## src/rtl/led_pwm_ctrl.sv

```systemverilog
// rtl/led_pwm_ctrl.sv - multi-channel LED controller (off/on/blink/PWM) with register port
// A shared prescaler tick drives the PWM counter and every channel's blink counter.
module led_pwm_ctrl #(
    parameter int CHANNELS = 4,
    parameter int PWM_W    = 8,
    parameter int PRESC_W  = 16,
    parameter int ADDR_W   = $clog2(CHANNELS + 1)
) (
    input  logic                clk,
    input  logic                rst_n,
    input  logic                wr_en,
    input  logic [ADDR_W-1:0]   wr_addr,
    input  logic [31:0]         wr_data,
    input  logic                rd_en,
    input  logic [ADDR_W-1:0]   rd_addr,
    output logic [31:0]         rd_data,
    output logic                rd_valid,
    output logic [CHANNELS-1:0] led
);

    logic [PRESC_W-1:0]  presc;
    logic [PRESC_W-1:0]  pcnt;
    logic [PWM_W-1:0]    pwm_cnt;
    logic                tick;
    logic                presc_wr;
    logic [CHANNELS-1:0] raw;
    logic [CHANNELS-1:0] inv_bits;
    logic [31:0]         cfg_word [CHANNELS];
    logic [31:0]         rd_mux;
    logic                unused_bits;

    assign unused_bits = &{1'b0, wr_data[7:3]};
    assign tick        = (pcnt == presc);
    assign presc_wr    = wr_en && (wr_addr == '0);

    // A PRESC write restarts the time base even if a tick lands on the same edge.
    always_ff @(posedge clk or negedge rst_n) begin
        if (!rst_n) begin
            presc   <= '0;
            pcnt    <= '0;
            pwm_cnt <= '0;
        end else if (presc_wr) begin
            presc   <= wr_data[PRESC_W-1:0];
            pcnt    <= '0;
            pwm_cnt <= '0;
        end else if (tick) begin
            pcnt    <= '0;
            pwm_cnt <= pwm_cnt + 1'b1;
        end else begin
            pcnt    <= pcnt + 1'b1;
        end
    end

    for (genvar n = 0; n < CHANNELS; n++) begin : g_ch
        logic [1:0]       mode;
        logic             inv;
        logic [PWM_W-1:0] duty;
        logic [15:0]      half;
        logic [15:0]      bcnt;
        logic             bst;
        logic             cfg_wr;
        logic [15:0]      thr;
        logic [31:0]      word;

        assign cfg_wr = wr_en && (wr_addr == ADDR_W'(n + 1));
        // HALF=0 behaves like HALF=1: toggle on every tick.
        assign thr    = (half == 16'd0) ? 16'd0 : half - 16'd1;

        always_ff @(posedge clk or negedge rst_n) begin
            if (!rst_n) begin
                mode <= '0;
                inv  <= 1'b0;
                duty <= '0;
                half <= '0;
                bcnt <= '0;
                bst  <= 1'b0;
            end else if (cfg_wr) begin
                mode <= wr_data[1:0];
                inv  <= wr_data[2];
                duty <= wr_data[8 +: PWM_W];
                half <= wr_data[31:16];
                bcnt <= '0;
                bst  <= 1'b0;
            end else if (tick) begin
                if (bcnt >= thr) begin
                    bcnt <= '0;
                    bst  <= ~bst;
                end else begin
                    bcnt <= bcnt + 16'd1;
                end
            end
        end

        always_comb begin
            word              = '0;
            word[1:0]         = mode;
            word[2]           = inv;
            word[8 +: PWM_W]  = duty;
            word[31:16]       = half;
        end

        always_comb begin
            raw[n] = 1'b0;
            case (mode)
                2'd0: raw[n] = 1'b0;
                2'd1: raw[n] = 1'b1;
                2'd2: raw[n] = bst;
                2'd3: raw[n] = (pwm_cnt < duty);
                default: raw[n] = 1'b0;
            endcase
        end

        assign inv_bits[n] = inv;
        assign cfg_word[n] = word;
    end

    always_comb begin
        rd_mux = '0;
        if (rd_addr == '0) begin
            rd_mux = 32'(presc);
        end
        for (int n = 0; n < CHANNELS; n++) begin
            if (rd_addr == ADDR_W'(n + 1)) begin
                rd_mux = cfg_word[n];
            end
        end
    end

    // Register contents are sampled before any same-edge write lands.
    always_ff @(posedge clk or negedge rst_n) begin
        if (!rst_n) begin
            rd_data  <= '0;
            rd_valid <= 1'b0;
        end else begin
            rd_valid <= rd_en;
            if (rd_en) begin
                rd_data <= rd_mux;
            end
        end
    end

    always_ff @(posedge clk or negedge rst_n) begin
        if (!rst_n) begin
            led <= '0;
        end else begin
            led <= raw ^ inv_bits;
        end
    end

endmodule
```

## config.mk

```make
export PLATFORM = sky130hd
export DESIGN_NAME = led_pwm_ctrl
export DESIGN_NICKNAME = d
export VERILOG_FILES = /design/src/rtl/led_pwm_ctrl.sv
export SDC_FILE = /design/constraint.sdc
export NUM_CORES = 1
export LEC_CHECK = 0
export ABC_AREA = 1
export BUFFER_PORTS_ARGS = -buffer_cell sky130_fd_sc_hd__buf_2
export CORE_MARGIN = 2
export CORE_UTILIZATION = 56
export DETAILED_ROUTE_END_ITERATION = 6
export PLACE_DENSITY = 0.81
export SETUP_SLACK_MARGIN = 0.5
export SYNTH_ARGS = -nofsm -noshare
export SYNTH_HDL_FRONTEND = slang
export SYNTH_SLANG_ARGS = --single-unit
```

## constraint.sdc

```tcl
create_clock -name clk -period 3.37 [get_ports clk]
set_input_delay 0.1685 -clock clk [delete_from_list [all_inputs] [get_ports clk]]
set_output_delay 0.1685 -clock clk [all_outputs]
set_load 0.1 [all_outputs]
```

* After elaboration in Yosys (flattened, before gate mapping)
Cells that the tools add are included.
W data, S select, Z words.
** Storage, ports and cells
- Memory bits (writable) :: 0
- Bits in registers :: 253
- Input bits :: 42
- Memories kept :: 0
- Output and inout bits :: 37
- Word-level logic and storage cells :: 143
- Latch bits :: 0
- Bits in read-only memories :: 0
** Operators by class
- Shift-type cells :: 0
- Magnitude comparators :: 8
- Multiply operators :: 0
- Equal/unequal tests :: 21
- Bitwise operators :: 5
- Div/mod/pow operators :: 0
- Muxes and demuxes :: 41
- Reduce and logical (&&, ||, !) cells :: 28
- $add $sub $neg :: 10
** Operators by type and width (count)
- $mux W16 :: 19
- $mux W32 :: 4
- $add A16 B1 Y16 const B :: 5
- $ge A16 B16 Y1 :: 4
- $logic_not A16 Y1 :: 4
- $sub A16 B1 Y16 const B :: 4
- $lt A8 B8 Y1 :: 4
- $reduce_bool A2 Y1 :: 9
- $eq A16 B16 Y1 :: 1
- $eq A2 B2 Y1 const B :: 8
- $mux W8 :: 2
- $pmux W1 S4 :: 4
- $eq A3 B2 Y1 const B :: 4
- $mux W1 :: 12
- $add A8 B1 Y8 const B :: 1
- $eq A2 B1 Y1 const B :: 4
- $logic_not A2 Y1 :: 4
- $reduce_and A2 Y1 :: 4
- $eq A3 B1 Y1 const B :: 2
- $eq A3 B3 Y1 const B :: 2
- $logic_not A3 Y1 :: 2
- $logic_and A1 B1 Y1 :: 5
- $not A1 Y1 :: 4
- $xor A4 B4 Y4 :: 1

* Longest topological paths before layout
- Depth after elaboration :: 6
- Depth in mapped cells :: 21
- Mapped depth without buffers :: 21

* Least setup slack after synthesis
Ideal clock, no wire load.
- Kind :: reg2reg
- From :: reg g_ch[0].half[5]
- To :: reg g_ch[0].bcnt[10]
- Cell stages (with the launch flop) :: 19
- Slack :: 0.711 ns
- Clock period less this slack :: 2.659 ns
- Required time :: 3.298 ns
- Buffers on the path :: 0
- Library setup time :: 0.072 ns
- Arrival time :: 2.587 ns
- Path through :: dfrtp_1 -> nor2_1 -> nand2_1 -> nor3_1 -> nand3_1 -> nor2_1 -> nand2_1 -> nand2_1 -> nand3_1 -> ha_1 -> nand2_1 -> inv_1 -> o21ai_0 -> nand3_1 -> nor2_1 -> nand2_1 -> nand2_1 -> inv_1 -> nor2_1
** Between the ends
- Cells in the longest elaborated chain, start to end :: 6
- Elaborated cells on any way between the ends :: 7
- Classes of those cells :: 1 x add/sub; 1 x order compare; 4 x mux; 1 x reduce/logical
** RTL lines
- start: declaration :: line 58 : logic [15:0] half;
- start signal: assignment :: line 81 : half <= wr_data[31:16];
- $sub A16 B1 Y16 or $logic_not A16 Y1 (tied branches) :: line 67 : assign thr = (half == 16'd0) ? 16'd0 : half - 16'd1;
- $mux W16 (*) :: line 67
- $ge A16 B16 Y1 (*) :: line 85 : if (bcnt >= thr) begin
- $mux W16 (*) :: line 85
- $mux W16 (*) :: line 84 : end else if (tick) begin
- $mux W16 (*) :: line 77 : end else if (cfg_wr) begin
- end signal: assignment :: line 89 : bcnt <= bcnt + 16'd1;
- end: declaration :: line 59 : logic [15:0] bcnt;
Every way passes the cells marked *; elsewhere a longest branch is shown, timed or not. The select of a mux whose other input is x is not followed.
A chain may end at the register's enable or synchronous reset.

* Worst setup path in the final report
- From :: reg g_ch[1].half[1]
- To :: reg g_ch[1].bcnt[0]
** Between the ends
- Cells in the longest elaborated chain, start to end :: 6
- Elaborated cells on any way between the ends :: 7
- Classes of those cells :: 1 x add/sub; 1 x order compare; 4 x mux; 1 x reduce/logical
** RTL lines (line)
- start: declaration :: 58
- start signal: assignment :: 81
- $sub A16 B1 Y16 or $logic_not A16 Y1 (tied branches) :: 67
- $mux W16 (*) :: 67
- $ge A16 B16 Y1 (*) :: 85
- $mux W16 (*) :: 85
- $mux W16 (*) :: 84
- $mux W16 (*) :: 77
- end signal: assignment :: 89
- end: declaration :: 59
Marks and branches as above.

==> summary.txt <==
Status
  • Run status: completed

Logic synthesis
  • Post-Syn Area: 16100 sq um
  • Most used DFF post-synth: dfrtp_1
  • Syn nets: 2417
  • Yosys reg bits: 253
  • Commonest cells post-synth: 639 x nand2_1, 322 x inv_1, 253 x dfrtp_1
  • Average cell area after synthesis: 7.11 sq um
  • Yosys top cell by area: dfrtp_1
  • Top post-synthesis cells by area: dfrtp_1 39%, nand2_1 15%, ha_1 8.2%
  • Synth cell types: 38
  • Most frequent cell after synthesis: nand2_1
  • Yosys warnings: 0
  • EDFF count, synth: 0
  • Ys async rst share: 100%
  • Seq/Total Area, Yosys: 39.3%
  • Cell count after synthesis: 2269
  • Yosys top cell area share: 39.3%

Pwr
  • Power Dens Cells: 547 nW/um^2
  • Max VDD drop: 0.000387 V
  • Net Sw Frac: 37.4%
  • Comb pwr share: 30.6%
  • Sw power: 3.88 mW
  • Reg power frac: 38.1%
  • Lkg Pwr: 9.70 nW
  • Clock share of power: 31.3%
  • Int Pwr: 6.51 mW

STA
  • Final Hold Vio Count: 0
  • Worst-Margin Slew: 845 ps
  • Relative slew margins: 43.7%
  • Final Setup Violations: 0
  • Setup_tns: 0 ps
  • Final period utilization: 82.3%
  • Achievable frequency: 360 MHz
  • Post-layout min period: 2770 ps
  • Clock skew: 20.4 ps
  • RSZ-0062 raised after global routing: true
  • Max-slew violation count: 0
  • PnR worst setup slack: 596 ps

Die
  • Die Span Y: 174 microns
  • IO Count: 79
  • # rows: 62
  • Core area: 28500 sq um
  • Die width: 174 microns
  • Die Area: 30200 sq um
  • Initial Utilization: 56.5%

Drt
  • DRT iter0 DRCs: 1645
  • Vias per inst: 5.57
  • Post-route DRC: 0
  • Vias: 15.6k
  • Met3 WL: 3330 microns
  • Routed WL: 45600 microns
  • Router iterations before antenna repair: 7
  • Post-route ant nets: 0
  • DR WL/cell: 16.3 microns
  • Max layer used: met4
  • DRT met1 WL: 19700 microns
  • Met2 WL: 21200 microns

Worst setup path
  • Worst r2r src: g_ch[1].half[1]
  • Type of origin of the critical path: register
  • Critical Path RT: 3840 ps
  • Worst-case reg-to-reg path depth: 17
  • CP Capture Type: register
  • CP max stage cell: dfrtp_1
  • CP peak stage delay: 390 ps
  • Worst-path maximum fanout: 5
  • Reg-to-reg endpoint: g_ch[1].bcnt[0]
  • CP Cell Sequence: inv_1, ha_1, nand2_1, nor2_2, nand4_1, o21ai_0, a21o_1, ha_1, nand2_1, inv_2, nand3_4, a21oi_4, nor3_2, nand2_2, inv_4, nand3_1, o21ai_0
  • Crit path kind: reg -> reg
  • Reg2Reg Setup Slack: 600 ps
  • Critical path arrival: 3240 ps

Layout
  • Synthesis-to-layout area growth: 18.0%
  • # fillers: 2408
  • Layout Nets: 2545
  • Multi-input gate area: 8830 sq um
  • Antenna Cells: 0
  • Flip-flop and latch area: 6350 sq um
  • Fin util: 66.6%
  • Share of cells above drive strength 1: 13.6%

Clock tree
  • Root buf cell: clkbuf_16
  • CTS H-tree depth: 1
  • CTS tree: done
  • Cts bufs inserted: 28
  • CTS sink cnt: 253
  • Clock Latency Late Sink: 560 ps
  • CTS max path bufs: 3
  • CTS clk-pin slew, worst paths: 60 ps

Place
  • Hpwl dp: 32400 microns
  • # port buffers: 78
  • GP Congestion: 0.964
  • DP Worst Slack: 123 ps

Worst hold path
  • Hold_sp: wr_addr[1]
  • Hold Path Sink: g_ch[2].bst
  • Worst hold-check path type: in -> reg
  • Min-Delay Path Depth: 4

Global route
  • Largest net degree at the start of global routing: 88
  • All-layer global routing usage: 29.5%
  • Global-route wire length before repair: 73000 microns
  • Congestion Overflow GR: 0
  • Vias in the first global route: 14.6k
  • Antenna violations before repair: 0

Job
  • Max cap viols: 0
## layer usage
layer,track usage [%],vias up
li1,-,7578
met1,41.4,7363
met2,48.2,572
met3,3.64,98
met4,8.75,0
met5,0,-
## critical path, delay by kind of cell (launching register included)
kind                       cells  cell delay, ps
AOI/OAI and AO/OA              4             410
adders and majority gates      2             480
buffers and inverters          3             340
DFF                            1             390
and+or+nand+nor                8            1050
## worst max path at each step
stage                          startpoint          endpoint  slack [ps]  cells after the start
after floorplan           g_ch[0].half[5]  g_ch[0].bcnt[10]         710                     18
after global placement    g_ch[0].half[0]   g_ch[0].bcnt[2]         250                     18
after detailed placement  g_ch[0].half[5]   g_ch[0].bcnt[8]         120                     18
after CTS                 g_ch[1].half[0]   g_ch[1].bcnt[3]         490                     20
after global routing      g_ch[1].half[1]   g_ch[1].bcnt[0]         410                     17
final                     g_ch[1].half[1]   g_ch[1].bcnt[0]         600                     17
## stage by stage
step	hold WS, ps	power (mW)	cells	area (sq um)
after global placement	225	6.67	2686	16900
after detailed placement	228	6.78	2686	16900
after CTS	129	10.1	2771	18300
final	141	10.4	2801	19000
after floorplan	-127	5.98	2269	16100
after global routing	162	11.0	2801	19000
## area by class of cell
class                   instances  share of cell area [%]
multi-input cells            1624                    46.4
flip-flops and latches        253                    33.4
inverters                     331                    6.66
repair buffers                159                    5.91
clock buffers                  43                    4.35
well taps                     384                    2.53
clock inverters                 7                   0.789
## registers in the layout, indices dropped and copies added, names as in the netlist
signal     cells
g_ch.bcnt     64
g_ch.bst       4
g_ch.duty     32
g_ch.half     64
g_ch.inv       4
g_ch.mode      8
led            4
pcnt          16
presc         16
pwm_cnt        8
rd_data       32
rd_valid       1
## timing repair
| action | 4_1_cts | 5_1_grt |
|---|---|---|
| setup endpoints to repair | 60 | 68 |
| pin swaps | 5 | 34 |
| hold buffers | 33 | 0 |
| buffers inserted | 2 | 30 |
| hold endpoints to repair | 161 | 0 |
| resized for setup | 34 | 136 |
## logic make-up (layout without fill, tap and decap cells)
| family | count (synthesis) | count (layout) | share of synthesized area (%) |
|---|---|---|---|
| xor+xnor | 39 | 39 | 2.12 |
| simple gates | 1155 | 1155 | 29.9 |
| buf+inv | 392 | 540 | 9.53 |
| fa+ha+maj | 106 | 106 | 8.22 |
| flops | 253 | 253 | 39.3 |
| compound gates | 324 | 324 | 11.0 |
## cell usage in the layout, fill, tap and decap left out, drive strengths merged, types with 3 or more instances in the layout
cell type / n
nor4: 10
ha: 106
buf: 126
nand4: 27
xor2: 31
a21oi: 45
o21ai: 191
or2: 10
xnor2: 8
a31oi: 18
o221ai: 10
nor3: 47
nand3: 161
nand3b: 7
dfrtp: 253
o22ai: 43
dlygate4sd3: 33
a21o: 3
clkinv: 3
inv: 331
nand2: 646
a211oi: 6
nor2: 242
o31ai: 3
bufinv: 4
clkbuf: 43
## power groups by stage
stage / clock (mW) / sequential [mW] / combinational (mW)
floorplan: 0 / 4.28 / 1.69
global placement: 0 / 3.94 / 2.72
detailed placement: 0 / 3.96 / 2.82
CTS: 3.27 / 3.92 / 2.91
global route: 3.42 / 4.01 / 3.56
finish: 3.26 / 3.96 / 3.18
Power figures use the tool's default switching activity.
